[src/rtl/sub_layer_seq.sv]
// Sequential Ascon substitution layer, NB_SBOX columns per clock.
// Define SUB_LAYER_ADD_CONST_EN to fold the round constant in at load.

module sub_layer_sbox (
  input  logic [4:0] x,
  output logic [4:0] y
);

  logic a0, a1, a2, a3, a4;
  logic t0, t1, t2, t3, t4;
  logic b0, b1, b2, b3, b4;

  // bit-sliced Ascon S-box, x[4] carries the x0 lane
  assign a0 = x[4] ^ x[0];
  assign a1 = x[3];
  assign a2 = x[2] ^ x[3];
  assign a3 = x[1];
  assign a4 = x[0] ^ x[1];

  assign t0 = ~a0 & a1;
  assign t1 = ~a1 & a2;
  assign t2 = ~a2 & a3;
  assign t3 = ~a3 & a4;
  assign t4 = ~a4 & a0;

  assign b0 = a0 ^ t1;
  assign b1 = a1 ^ t2;
  assign b2 = a2 ^ t3;
  assign b3 = a3 ^ t4;
  assign b4 = a4 ^ t0;

  assign y[4] = b0 ^ b4;
  assign y[3] = b1 ^ b0;
  assign y[2] = ~b2;
  assign y[1] = b3 ^ b2;
  assign y[0] = b4;

endmodule

module sub_layer_seq #(
  parameter int NB_SBOX = 1
) (
  input  logic         clock_i,
  input  logic         resetb_i,
  input  logic         start_i,
  input  logic [319:0] state_i,
`ifdef SUB_LAYER_ADD_CONST_EN
  input  logic [3:0]   round_i,
`endif
  output logic [319:0] state_o,
  output logic         busy_o,
  output logic         done_o
);

  localparam int NGRP = 64 / NB_SBOX;
  localparam int CW   = (NGRP > 1) ? $clog2(NGRP) : 1;
  localparam logic [CW-1:0] LAST = CW'(NGRP - 1);

  typedef enum logic [1:0] {
    IDLE,
    RUN,
    DONE
  } fsm_t;

  fsm_t          fsm_q, fsm_d;
  logic [CW-1:0] cnt_q, cnt_d;
  logic [319:0]  st_q, st_d;
  logic [319:0]  st_sub, st_ld;
  logic [5:0]    base;
  logic [63:0]   xs [5];
  logic [63:0]   nx [5];
  logic [4:0]    sb_in  [NB_SBOX];
  logic [4:0]    sb_out [NB_SBOX];

  assign xs[0] = st_q[319:256];
  assign xs[1] = st_q[255:192];
  assign xs[2] = st_q[191:128];
  assign xs[3] = st_q[127:64];
  assign xs[4] = st_q[63:0];

  assign base = 6'(int'(cnt_q) * NB_SBOX);

  always_comb begin
    for (int k = 0; k < NB_SBOX; k++) begin
      sb_in[k] = {xs[0][base + 6'(k)],
                  xs[1][base + 6'(k)],
                  xs[2][base + 6'(k)],
                  xs[3][base + 6'(k)],
                  xs[4][base + 6'(k)]};
    end
  end

  for (genvar g = 0; g < NB_SBOX; g++) begin : g_sbox
    sub_layer_sbox u_sbox (
      .x (sb_in[g]),
      .y (sb_out[g])
    );
  end

  always_comb begin
    for (int i = 0; i < 5; i++) begin
      nx[i] = xs[i];
    end
    for (int k = 0; k < NB_SBOX; k++) begin
      nx[0][base + 6'(k)] = sb_out[k][4];
      nx[1][base + 6'(k)] = sb_out[k][3];
      nx[2][base + 6'(k)] = sb_out[k][2];
      nx[3][base + 6'(k)] = sb_out[k][1];
      nx[4][base + 6'(k)] = sb_out[k][0];
    end
    st_sub = {nx[0], nx[1], nx[2], nx[3], nx[4]};
  end

`ifdef SUB_LAYER_ADD_CONST_EN
  // constant lands in x2[7:0] before any column is touched
  always_comb begin
    st_ld = state_i;
    st_ld[135:128] = state_i[135:128] ^ {4'hF - round_i, round_i};
  end
`else
  assign st_ld = state_i;
`endif

  always_comb begin
    fsm_d = fsm_q;
    cnt_d = cnt_q;
    st_d  = st_q;
    unique case (fsm_q)
      RUN: begin
        st_d = st_sub;
        if (cnt_q == LAST) begin
          cnt_d = '0;
          fsm_d = DONE;
        end else begin
          cnt_d = cnt_q + 1'b1;
        end
      end
      IDLE, DONE: begin
        if (start_i) begin
          st_d  = st_ld;
          cnt_d = '0;
          fsm_d = RUN;
        end else begin
          fsm_d = IDLE;
        end
      end
      default: fsm_d = IDLE;
    endcase
  end

  always_ff @(posedge clock_i or negedge resetb_i) begin
    if (!resetb_i) begin
      fsm_q <= IDLE;
      cnt_q <= '0;
      st_q  <= '0;
    end else begin
      fsm_q <= fsm_d;
      cnt_q <= cnt_d;
      st_q  <= st_d;
    end
  end

  assign state_o = st_q;
  assign busy_o  = (fsm_q == RUN);
  assign done_o  = (fsm_q == DONE);

endmodule

[config.mk]
export PLATFORM = sky130hd
export DESIGN_NAME = sub_layer_seq
export DESIGN_NICKNAME = d
export VERILOG_FILES = /design/src/rtl/sub_layer_seq.sv
export SDC_FILE = /design/constraint.sdc
export NUM_CORES = 1
export LEC_CHECK = 0
export ABC_AREA = 1
export ABC_CLOCK_PERIOD_IN_PS = 4400
export CORE_AREA = 10 10 207 307
export CTS_CLUSTER_SIZE = 10
export DETAILED_ROUTE_END_ITERATION = 16
export DIE_AREA = 0 0 217 317
export HOLD_SLACK_MARGIN = 0.06
export PLACE_DENSITY_LB_ADDON = 0.2
export SLEW_MARGIN = 15
export SYNTH_ARGS = -nofsm -noshare
export SYNTH_HDL_FRONTEND = slang
export SYNTH_SLANG_ARGS = --single-unit
[constraint.sdc]
create_clock -name clock_i -period 4.4 [get_ports clock_i]
set_clock_uncertainty 0.1 [all_clocks]
set_input_delay 1.1 -clock clock_i [delete_from_list [all_inputs] [get_ports clock_i]]
set_output_delay 1.1 -clock clock_i [all_outputs]
set_load 0.05 [all_outputs]
# Word-level counts from Yosys, hierarchy flattened
# Cells that the tools add are included.
totals:
  in_bits: 323
  output_inout_bits: 322
  wordCells: 63
  register_bits: 328
classes:
  reduce_logical: 5
  eq_ne: 5
  mux: 25
  addsub: 1
  n_lt_le_gt_ge: 2
  n_bitwise: 22
ops:
  columns: ["operator", "count"]
  rows:
  - ["320-bit case mux with 2 select lines", 1]
  - ["64-bit bitwise mux", 5]
  - ["320-bit 2-to-1 mux", 1]
  - ["1-bit binary-select mux with 6-bit select", 5]
  - ["6-bit 2-to-1 mux", 2]
  - ["6-bit case mux with 2 select lines", 1]
  - ["1-bit XOR", 11]
  - ["6-bit by 7-bit less-than comparator with 1-bit output (second input constant)", 1]
  - ["1-bit 2-to-1 mux", 7]
  - ["6-bit by 1-bit adder with 6-bit output (second input constant)", 1]
  - ["1-bit demux with 6-bit select", 1]
  - ["6-bit == test (second input constant)", 1]
  - ["6-bit by 1-bit >= comparator with 1-bit output (second input constant)", 1]
  - ["1-bit NOT", 6]
  - ["1-bit AND", 5]
  - ["2-bit case mux with 2 select lines", 1]
  - ["2-bit by 1-bit == test with 1-bit output (second input constant)", 1]
  - ["2-bit == test (second input constant)", 1]
  - ["2-bit zero test", 1]
  - ["2-bit 2-to-1 mux", 1]
  - ["2-bit by 1-bit != test with 1-bit output (second input constant)", 1]
  - ["2-bit != test (second input constant)", 1]
  - ["2-bit AND reduction", 1]
  - ["2-bit nonzero test", 1]
  - ["2 further kinds", 2]

# Depth between registers and ports, before layout
# Gate-level depths: netlist (run 1).
depth:
  ltp_word: 9
  depth_mapped: 27
  depth_no_buf: 22

# Hierarchy
# Synthesis (run 1) repeated with hierarchy kept, for this count alone.
hier_totals:
  hier_cells: 2923
  hier_area_um2: 19656.4
modules_own_cells:
  columns: ["mod", "seq_area_each_um2", "area_each_um2", "cells_each", "instances"]
  rows:
  - ["sub_layer_seq", 8207.9, 19436.1, 2887, 1]
  - ["sub_layer_sbox", 0.0, 220.2, 36, 1]

# Worst setup path before layout (run 1)
# Ideal clock, no wire load.
synth_path:
  kind: "reg-to-reg"
  start: "reg cnt_q[0]"
  end: "reg st_q[110], in the netlist state_o[110]"
  arrival_ns: 3.582
  t_required_ns: 4.222
  period_less_slack_ns: 3.760
  path_stages_with_launch: 25
  setup_time_ns: 0.078
  path_buffers: 7
  slack_ns: 0.640
  cell_sequence: "dfrtp_1 -> buf_6 -> inv_2 -> buf_4 -> buf_6 -> buf_6 -> nor2_1 -> inv_1 -> clkbuf_1 -> o21ai_0 -> o41ai_1 -> nand2_1 -> nor2_1 -> nand4_1 -> ha_1 -> xnor2_1 -> inv_2 -> nand2_1 -> nand2_1 -> nand2_2 -> and2_1 -> buf_6 -> buf_4 -> nand2_1 -> a21oi_1"
synth_between:
  elab_chain_cells: 9
  word_cells_on_any_way: 27
  classes_between: "order compare (2); mux (14); bitwise (10); reduce/logical (1)"
synth_rtl:
  columns: ["item", "line", "source"]
  rows:
  - ["start: declaration", "66", "logic [CW-1:0] cnt_q, cnt_d;"]
  - ["start signal: assignment", "158", "cnt_q <= cnt_d;"]
  - ["1-bit binary-select mux with 6-bit select (on tied branches)", "89, 88", null]
  - ["1-bit 2-to-1 mux (on tied branches)", "89, 88", null]
  - ["1-bit XOR", "18", "assign a4 = x[0] ^ x[1];"]
  - ["1-bit NOT", "24", "assign t4 = ~a4 & a0;"]
  - ["1-bit AND", "24", null]
  - ["1-bit XOR", "29", "assign b3 = a3 ^ t4;"]
  - ["1-bit XOR", "35", "assign y[1] = b3 ^ b2;"]
  - ["64-bit bitwise mux (*)", "108", "nx[3][base + 6'(k)] = sb_out[k][1];"]
  - ["320-bit case mux with 2 select lines (*)", "128", "unique case (fsm_q)"]
  - ["end signal: assignment", "159", "st_q <= st_d;"]
  - ["end: declaration", "67", "logic [319:0] st_q, st_d;"]
# Mark *: on every way between the ends. The rest lies on a longest branch, timed or not. The select of a mux whose other input is x is not followed.
# A chain may end at the register's enable or synchronous reset.

# Final worst setup path (run 1)
layout_path:
  start: "reg cnt_q[0]"
  end: "reg st_q[108], in the netlist state_o[108]"
# The elaborated chain is that of the path after synthesis.

==> results.yml, run 1 <==
run_status:
  status: "finished, final reports clean"
logic_synthesis:
  synth_edf_count: 0
  yosys.area.top_type_share: 0.407
  synthTopCellsByArea: "dfrtp_1 (41%), nand2_1 (15%), a21oi_1 (9.6%)"
  synth_nets: 3323
  ys_seq_elements: 328
  yosys_warnings: 0
  ys.flop_type: "dfrtp_1"
  synth_top_cells_by_count: "nand2_1 (790), a21oi_1 (386), nor2_1 (350)"
  synthArstFlopShare: 1.00
  ys_seq_area_frac: 0.407
  syn_inst: 2997
  syn_avg_cell_area_sq_um: 6.73
  synth.most_common_cell: "nand2_1"
  netlist_area_sq_um: 20200
  ys_types: 34
  yosys.area.top_type: "dfrtp_1"
run:
  drv_cap: 0
die:
  start_util: 0.349
  ios: 645
  core_sq_um: 57800
  die_y_um: 317
  die_area_sq_um: 68800
  rows: 108
  fp.dieW_um: 217
worst_setup_path:
  crit_arrival_ns: 4.49
  path_class: "reg2reg"
  path_max_fanout: 85
  worstPathRequired_ns: 4.77
  endpoint_kind: "flip-flop"
  crit_path_start_kind: "flip-flop"
clock_tree:
  cts_hold_buffers: 0
  clk_latency_ns: 0.57
  clock-root-buffer: "clkbuf_16"
  cts.sinks: 328
  cts_tree: "yes"
  clk_path_buf_depth: 3
  path_clk_slew_ns: 0.06
  numCtsBuffers: 39
  htreeDepth: 2
placement:
  dpl.hpwl_mm: 85.1
  place_ws_ns: 0.233
  place_area_sq_um: 27600
  io_buffers: 644
  gp_congestion: 0.956
timing:
  rsz0062_at_grt: "false"
  finalHoldViolations: 0
  slew_violations: 0
  slew_headroom: 0.361
  fin_crit_sh: 0.935
  fin_setup_tns_ns: 0
  fmax_mhz: 243
  min_period_ns: 4.11
  hold_ws_ns: 0.403
  tightest_slew_ns: 0.958
  finalSetupViolations: 0
  setup_ws_ns: 0.286
drt:
  vias: 24100
  ant_nets: 0
  vias_per_cell: 5.50
  routed_wl_mm: 115
  drcViolationCount: 0
  drt_iter0_markers: 2582
  drt_pass1_iterations: 6
  wl_per_cell_um: 26.3
grt:
  grt_antenna_before_repair: 9
  overflow: 0
  grt_pass1_wl_mm: 166
  top_usage_layer: "met2"
  grt_usage: 0.321
  globalRouteMet2Util: 0.538
  grtUsageMet1: 0.378
  grt_max_degree: 181
  grt_use_met3: 0.0684
  grt_pass1_vias: 24100
hold_path:
  hold_path_class: "reg2reg"
finish:
  layout-drive-gt1-share: 0.0431
  syn2layout_area_growth_pct: 42.5
  finalNetCount: 3915
  final_area_sq_um: 28700
==> cell usage in the layout (no fill, tap or decap), types with 25 or more instances in the layout <==
master / synthesis / routed
a21oi_1: 386 / 386
a22oi_1: 81 / 81
a31oi_1: 37 / 37
buf_12: 0 / 25
buf_4: 21 / 41
clkbuf_16: 0 / 41
clkdlybuf4s50_1: 0 / 643
dfrtp_1: 328 / 324
inv_1: 323 / 323
nand2_1: 790 / 785
nand3_1: 229 / 229
nor2_1: 350 / 349
o21ai_0: 186 / 186
o21ai_1: 34 / 34
==> state kept, by name, indices dropped and copies added, names as in the netlist <==
register and cells:
state_o 320, fsm_q 2, cnt_q 6
==> layer usage <==
| metal | share of wire | wire length, um |
|---|---|---|
| met3 | 0.083 | 9610 |
| met2 | 0.48 | 55200 |
| met4 | 0.059 | 6820 |
| met5 | 0.00017 | 20 |
| met1 | 0.38 | 43500 |
==> logic make-up (layout without fill, tap and decap cells) <==
| family | after synthesis | after routing | synth area share |
|---|---|---|---|
| AOI/OAI and AO/OA | 752 | 752 | 0.202 |
| other | 0 | 9 | 0 |
| and+or+nand+nor | 1412 | 1412 | 0.284 |
| adders and majority gates | 3 | 3 | 0.00186 |
| buffers and inverters | 500 | 1102 | 0.105 |
| xor gates and xnor gates | 2 | 2 | 0.000869 |
| DFF | 328 | 328 | 0.407 |
==> area by class of cell <==
| cell class | count | area [sq um] |
|---|---|---|
| clock inverters | 1 | 5.00 |
| inverters | 340 | 1290 |
| well taps | 770 | 963 |
| multi-input cells | 2169 | 9890 |
| clock buffers | 50 | 1070 |
| fillers | 5995 | 29100 |
| diodes | 9 | 22.5 |
| repair buffers | 711 | 7270 |
| flip-flops and latches | 328 | 8220 |
==> final timing paths <==
| kind | startpoint | end | slack (ns) | cells after the start |
|---|---|---|---|---|
| worst max-delay path | cnt_q[0] | state_o[108] | 0.29 | 18 |
| worst min-delay path | state_o[113] | state_o[113] | 0.40 | 2 |
| worst max register to register | cnt_q[0] | state_o[108] | 0.29 | 18 |
| worst min register to register | state_o[113] | state_o[113] | 0.40 | 2 |
| max in group asynchronous | resetb_i | state_o[6] | 2.73 | 2 |
| min in group asynchronous | resetb_i | state_o[228] | 0.52 | 1 |
==> stage by stage <==
step                      cells  utilization
after floorplan            2997            -
after detailed placement   4318        0.478
after CTS                  4369        0.496
final                      4378        0.497
after global routing       4377        0.497
after global placement     4318        0.478
==> worst max-delay path, stage by stage (launching register included) <==
cell,delay [ns]
dfrtp_4,0.48
buf_12,0.35
nor2_4,0.15
inv_1,0.15
buf_4,0.24
o22ai_1,0.17
o41ai_1,0.38
buf_4,0.18
nand4_1,0.09
ha_1,0.39
xnor2_1,0.25
inv_2,0.10
nand2_1,0.11
nand2_1,0.07
nand2_2,0.07
and2_2,0.17
buf_12,0.21
nand2_1,0.10
a21oi_1,0.17
==> timing repair <==
action / 4_1_cts / 5_1_grt
hold endpoints to repair: 0 / 0
gates resized for setup: 0 / 2
endpoints found under the setup margin: 0 / 19
buffers inserted: 0 / 0
Power of run 1 is not shown: default switching activity piles up to over one toggle a cycle in this logic, so the estimate is an artifact.
==> inputs of run 2 (changes only) <==
Settings changed: RECOVER_POWER set to 100, SETUP_SLACK_MARGIN set to 0.05.
==> run 2 against run 1 <==
The flow now finishes with violations (max-capacitance violations, max-slew violations); critical path depth shrank 2; sequential cell count unchanged; fmax shrank 1.6%; cell area down 0.26%; routed wire length about the same; largest cell class unchanged.
==> results.yml, run 2 (synthesis results as in run 1) <==
worst_setup_path:
  path_class: "reg2reg"
  rr_startpoint: "cnt_q[1]"
  cp_slowest_stage_delay_ns: 0.53
  cp_top_family: "simple AND/OR/NAND/NOR gates"
  crit_path_start_kind: "flip-flop"
  path_cells: "buf_4, nand2_4, inv_2, nand3_1, nand2_1, o21ai_0, buf_4, nand2_1, nor2_1, nand2_1, ha_1, nand4_1, nand3_4, clkbuf_4, nand3_1, a21oi_1"
  regToRegSetupSlack_ns: 0.22
  crit_arrival_ns: 4.53
  critical_path.endpoint: "state_o[258]"
  worstPathRequired_ns: 4.75
  r2r-end: "state_o[258]"
  crit_path_top_delay_cell: "inv_2"
  endpoint_kind: "flip-flop"
  r2r_cells: 16
  path_max_fanout: 19
  crit_start: "cnt_q[1]"
  path_depth: 16
  worst-path-buf-inv: 4
  cp_common_cell: "nand2_1"
timing:
  min_period_ns: 4.18
  fin_setup_tns_ns: 0
  slew_violations: 124
  tightest_slew_ns: 3.05
  fin_crit_sh: 0.950
  rsz0062_at_grt: "false"
  finalSetupViolations: 0
  finalHoldViolations: 0
  slew_headroom: -1.03
  fmax_mhz: 239
finish:
  post-route-util: 0.495
  finalNetCount: 3915
  multi_input_area_sq_um: 9880
  nFillCells: 6007
  final_cell_mix: "nand2_1 (788), a21oi_1 (386), nor2_1 (349)"
  largest_reg_flops: 320
  regArea_sq_um: 8210
  final_common_cell: "nand2_1"
  final_cells: 4377
  layout-drive-gt1-share: 0.0408
  syn2layout_area_growth_pct: 42.1
grt:
  grt_antenna_before_repair: 9
  grt_pass1_vias: 24100
  grt_pass1_wl_mm: 166
  overflow: 0
  grt_usage: 0.321
  grt_max_degree: 181
drt:
  drcViolationCount: 0
  vias_per_cell: 5.51
  wl_met2_mm: 55.1
  wl_per_cell_um: 26.3
  vias: 24100
  wl_met1_mm: 43.5
  routed_wl_mm: 115
  drt_iter0_markers: 2612
  highest_layer: "met5"
  met3_length_mm: 9.41
  ant_nets: 0
  drt_pass1_iterations: 5
die:
  start_util: 0.349
  ios: 645
  rows: 108
  fp.dieW_um: 217
  core_sq_um: 57800
  die_y_um: 317
  die_area_sq_um: 68800
clock_tree:
  clk_latency_ns: 0.57
  numCtsBuffers: 39
  clk_path_buf_depth: 3
  cts_tree: "yes"
  htreeDepth: 2
  path_clk_slew_ns: 0.07
  clock-root-buffer: "clkbuf_16"
  cts.sinks: 328
  cts_hold_buffers: 0
placement:
  gp_congestion: 0.956
  dp_cells: 4318
  io_buffers: 644
  dpl.hpwl_mm: 85.1
run_status:
  status: "complete, but fails checks"
  violations: "max-capacitance violations, max-slew violations"
hold_path:
  hold_path_class: "reg2reg"
run:
  drv_cap: 2
## run 2: worst min path at each step
stage,cells past startpoint,startpoint,slack [ns],endpoint
floorplan,1,cnt_q[4],0.40,cnt_q[4]
global placement,2,state_o[221],0.39,state_o[221]
detailed placement,2,state_o[113],0.39,state_o[113]
CTS,2,state_o[113],0.40,state_o[113]
global route,2,state_o[221],0.42,state_o[221]
finish,2,state_o[113],0.40,state_o[113]
## run 2: area by class of cell
type | instances | area share
Clock buffer | 50 | 0.0373
Inverter | 340 | 0.0449
Antenna cell | 8 | 0.000699
Timing Repair Buffer | 711 | 0.252
Tap cell | 770 | 0.0336
Clock inverter | 1 | 0.000175
Multi-Input combinational cell | 2169 | 0.345
Sequential cell | 328 | 0.287
## run 2: metal layers
layer | track usage | vias up
met2 | 0.538 | 1351
li1 | - | 11000
met1 | 0.378 | 11500
met5 | 0 | -
met3 | 0.0684 | 317
met4 | 0.173 | 2
## run 2: what timing repair did
item | in CTS | in global routing
buffers inserted | 0 | 0
resized for setup | 0 | 3
setup endpoints to repair | 0 | 48
## run 2: stage by stage
| step | worst slack (ns) | instance area, sq um | hold slack [ns] |
|---|---|---|---|
| CTS | 0.198 | 28700 | 0.404 |
| global route | 0.0445 | 28700 | 0.421 |
| global placement | 0.343 | 27600 | 0.387 |
| floorplan | 0.640 | 20200 | 0.395 |
| detailed placement | 0.233 | 27600 | 0.389 |
| finish | 0.221 | 28700 | 0.399 |
## run 2: worst register-to-register path, cell delays in order, from the launching register on
cell and delay, ns:
dfrtp_2 0.41, buf_4 0.31, nand2_4 0.16, inv_2 0.53, nand3_1 0.26, nand2_1 0.16
o21ai_0 0.11, buf_4 0.22, nand2_1 0.09, nor2_1 0.05, nand2_1 0.11, ha_1 0.29
nand4_1 0.19, nand3_4 0.36, clkbuf_4 0.44, nand3_1 0.19, a21oi_1 0.07
Power of run 2 is left out for the same reason.
